[src/rtl/serial_add_pkg.sv]
// Shared definitions for the bit-serial adder controller: FSM encodings and
// the default operand width.
package serial_add_pkg;

   localparam int DEFAULT_WIDTH = 8;

   typedef enum logic [1:0] {
      IDLE = 2'd0,
      RUN  = 2'd1,
      DONE = 2'd2
   } state_t;

endpackage

[src/rtl/serial_add_ctrl_fulladder.sv]
// Single-bit full adder cell, time-shared by the serial add controller.
module fulladder (
   output logic cout,
   output logic s,
   input  logic x,
   input  logic y,
   input  logic cin
);

   assign s    = x ^ y ^ cin;
   assign cout = (x & y) | (x & cin) | (y & cin);

endmodule

[src/rtl/serial_add_ctrl.sv]
// Bit-serial WIDTH-bit adder: one fulladder cell, LSB first, carry in a flop.
// Defining SERIAL_ADD_OVF_EN adds the signed-overflow output ovf.
module serial_add_ctrl
   import serial_add_pkg::*;
#(
   parameter int WIDTH = DEFAULT_WIDTH
) (
   input  logic             clk,
   input  logic             rst_n,
   input  logic             start,
   input  logic [WIDTH-1:0] a,
   input  logic [WIDTH-1:0] b,
   input  logic             cin,
   output logic             busy,
   output logic             done,
   output logic [WIDTH-1:0] sum,
   output logic             cout
`ifdef SERIAL_ADD_OVF_EN
   ,
   output logic             ovf
`endif
);

   localparam int CW = (WIDTH > 1) ? $clog2(WIDTH) : 1;
   localparam logic [CW-1:0] LAST = CW'(WIDTH - 1);

   state_t           state;
   logic [WIDTH-1:0] a_sr;
   logic [WIDTH-1:0] b_sr;
   logic             carry;
   logic [CW-1:0]    cnt;
   logic             fa_s;
   logic             fa_co;

   fulladder u_fa (
      .cout (fa_co),
      .s    (fa_s),
      .x    (a_sr[0]),
      .y    (b_sr[0]),
      .cin  (carry)
   );

   // Status is decoded straight from the state register, so no input reaches
   // an output combinationally.
   assign busy = (state == RUN);
   assign done = (state == DONE);

   always_ff @(posedge clk or negedge rst_n) begin
      if (!rst_n) begin
         state <= IDLE;
         a_sr  <= '0;
         b_sr  <= '0;
         carry <= 1'b0;
         cnt   <= '0;
         sum   <= '0;
         cout  <= 1'b0;
`ifdef SERIAL_ADD_OVF_EN
         ovf   <= 1'b0;
`endif
      end else begin
         case (state)
            IDLE: begin
               if (start) begin
                  a_sr  <= a;
                  b_sr  <= b;
                  carry <= cin;
                  cnt   <= '0;
                  state <= RUN;
               end
            end
            RUN: begin
               sum   <= {fa_s, sum[WIDTH-1:1]};
               a_sr  <= a_sr >> 1;
               b_sr  <= b_sr >> 1;
               carry <= fa_co;
               if (cnt == LAST) begin
                  cout  <= fa_co;
`ifdef SERIAL_ADD_OVF_EN
                  // carry still holds the carry into the MSB on this edge
                  ovf   <= carry ^ fa_co;
`endif
                  state <= DONE;
               end else begin
                  cnt <= cnt + 1'b1;
               end
            end
            DONE:    state <= IDLE;
            default: state <= IDLE;
         endcase
      end
   end

endmodule
[config.mk]
export PLATFORM = sky130hd
export DESIGN_NAME = serial_add_ctrl
export DESIGN_NICKNAME = d
export VERILOG_FILES = /design/src/rtl/serial_add_pkg.sv /design/src/rtl/serial_add_ctrl_fulladder.sv /design/src/rtl/serial_add_ctrl.sv
export SDC_FILE = /design/constraint.sdc
export NUM_CORES = 1
export LEC_CHECK = 0
export ABC_AREA = 1
export BUFFER_PORTS_ARGS = -buffer_cell sky130_fd_sc_hd__buf_2
export CORE_MARGIN = 2
export CORE_UTILIZATION = 57
export DETAILED_ROUTE_END_ITERATION = 16
export PLACE_DENSITY = 0.84
export SYNTH_ARGS = -nofsm -noshare
export SYNTH_HDL_FRONTEND = slang
export SYNTH_SLANG_ARGS = --single-unit
[constraint.sdc]
create_clock -name clk -period 3 [get_ports clk]
set_clock_uncertainty 0.15 [all_clocks]
set_input_delay 0.9 -clock clk [delete_from_list [all_inputs] [get_ports clk]]
set_output_delay 0.9 -clock clk [all_outputs]
set_load 0.05 [all_outputs]
==> reports/results.txt <==
Status: completed
Die area: 2960 um^2
CP Cell Sequence: inv_4 > nand2_8 > inv_4 > buf_2
Die Ht: 54.4 um
Power per cell area: 1010 nW/um^2
Post-DR vias/cell: 5.56
FF-to-FF End: a_sr[6]$_DFFE_PN0P_
Combinational Power Share: 44.1%
Hold Crit Class: reg2reg
Synth area leaders: dfrtp_1, nand3_1, nand2_1
TritonCTS clock tree: done
# nets final: 209
Setup Crit Path Kind: reg2out
Core footprint: 2430 um^2
Max-Cap Viols: 0
Switching share of power: 46.7%
Data required, critical path: 1.95 ns
Clock power frac: 13.9%
CP max stage cell: dfrtp_1
Total congestion overflow: 0
Reg2reg start: state[1]$_DFFE_PN0P_
Share of cells above drive strength 1: 21.9%
Final ANT Viol Nets: 0
Leakage Power: 0.848 nW
Post-layout min period: 2.73 ns
GRT busiest layer: met2
# setup viols final: 0
Largest net degree at the start of global routing: 32
Setup crit end kind: output port
PortBufs: 30
Syn Std Cell Area: 1450 um^2
Vias in the first global route: 1,139
Wire length per cell: 13.1 um
Async SR Flop Fraction: 100%
Clk slew on worst S/H paths: 0.08 ns
Met2 GRT Util: 35.7%
CTS HTree Levels: 2
CP startpoint kind: register
Commonest cells post-synth: nand2_1, nand3_1, dfrtp_1
CTS Buffer Depth: 2
Insertion delay to the later sink of the worst-skew pair: 0.34 ns
Pre-antenna DRT Iters: 4
Synthesized net count: 181
Die X: 54.4 um
Register share of total power: 42.0%
Io pins: 31
Hold endpoint: cnt[1]$_DFFE_PN0P_
Routability cong.: 0.806
WP data arrival: 1.68 ns
Slowest stage delay, CP: 0.43 ns
M3 GR Usage: 6.28%
Ant diodes: 0
R2R setup slack: 1.56 ns
Final Max Slew Viols: 0
Initial antenna violation count: 0
Gr usage total: 23.8%
Hold Path Origin: cnt[1]$_DFFE_PN0P_
Hold depth: 2
Seq/Total Area, Yosys: 53.6%
Primary FF master, synth: dfrtp_1
Crit path max fanout: 28
Clock Sink Count: 31
Final wirelength: 2840 um
# DRC: 0
Hold Buf Count CTS: 0
Initial DRC Count: 25
Synth warn: 0
EDFF count, synth: 0
Hpwl dp: 1980 um
CP bufs+invs: 3
P_int: 0.000862 W
P&R area growth vs syn: 11.1%
Slew @ Worst Pin: 0.657 ns
Syn Area/Cell: 9.15 um^2
FF+latch count, synth: 31
Total Power: 0.00162 W
Most used cell, CP: inv_4
Synth top area share: 53.6%
Count leader, synth: nand2_1
R2R depth: 5
Syn Inst Count: 158
Row count: 18
Max frequency: 367 MHz
Library cells used by synthesis: 17
Delay-heaviest family, CP: buffers and inverters
Starting Density: 59.5%
Total number of vias: 1,206
CTS Buf Count: 5
Cell taking the most area after synthesis: dfrtp_1
Period utilisation layout: 90.9%
P_sw: 0.000754 W
Max_slew headroom: 56.2%
Root Driver: clkbuf_4
Max VDD drop: 0.817 mV
First-pass GRT wire length: 4730 um
RSZ-0062 raised after global routing: false
Postcts setup bufs: 0
GR met1 Demand/Resource: 29.5%
Final setup TNS: 0 ns
Final Hold Viols: 0
CTS resizes: 0
==> per-stage QoR <==
step	utilization (%)	hold slack (ns)	setup WS, ns	cell area, um^2	instances
final	66.0	0.334	0.272	1610	217
after global routing	66.0	0.384	0.176	1610	217
after CTS	66.0	0.340	0.261	1610	217
after detailed placement	64.0	0.321	0.641	1560	209
after global placement	64.0	0.312	0.691	1560	209
after floorplan	-	0.296	0.684	1450	158
==> tightest hold or removal path, cell delays in order (launching register included) <==
cell	delay (ns)
dfrtp_1	0.35
nand2_1	0.05
nand2_1	0.05
==> routing by layer <==
layer	wire length, um	part of all wire [%]	vias to the layer above
li1	-	-	591
met1	1210	43	560
met2	1360	48	45
met3	183	6.4	10
met4	93	3.3	0
met5	0	0	-
==> power groups by stage <==
stage	sequential, W	clock [W]	combinational [W]
floorplan	0.000830	0	0.000451
global placement	0.000678	0	0.000690
detailed placement	0.000686	0	0.000719
CTS	0.000679	0.000236	0.000718
global route	0.000702	0.000248	0.000799
finish	0.000679	0.000225	0.000712
==> layout by cell type, fill, tap and decap left out, drive strengths merged <==
cell / count
clkinv: 1
dfrtp: 31
buf: 30
nand4: 12
nor2: 4
inv: 10
fa: 1
o21ai: 7
ha: 2
clkbuf: 7
nand2: 43
nand3: 39
==> final cells by class <==
cell class              instances  area [um^2]
fillers                       209          826
flip-flops and latches         31          776
multi-input cells             108          551
repair buffers                 30          150
clock buffers                   7         45.0
inverters                      10         42.5
well taps                      30         37.5
clock inverters                 1         5.00
==> cell families after synthesis <==
| family | Yosys count | synth area share, % |
|---|---|---|
| flip-flops | 31 | 53.6 |
| buffers and inverters | 19 | 8.30 |
| adder cells (fa/ha/maj) | 3 | 3.11 |
| AND/OR/NAND/NOR | 98 | 32.5 |
| AO/OA/AOI/OAI | 7 | 2.42 |
==> sequential cells by signal (all words and copies together) (netlist names) <==
name,count
a_sr,8
b_sr,8
carry,1
cnt,3
cout,1
state,2
sum,8
==> how the worst max path moves through the flow <==
stage                      end                  from  cells past startpoint
after CTS                 busy  state[0]$_DFFE_PN0P_                      3
after global routing      busy  state[0]$_DFFE_PN0P_                      3
after global placement    busy  state[0]$_DFFE_PN0P_                      3
final                     busy  state[1]$_DFFE_PN0P_                      4
after detailed placement  busy  state[0]$_DFFE_PN0P_                      3
after floorplan           done  state[1]$_DFFE_PN0P_                      3
No activity file was read; power rests on OpenSTA's default activity.
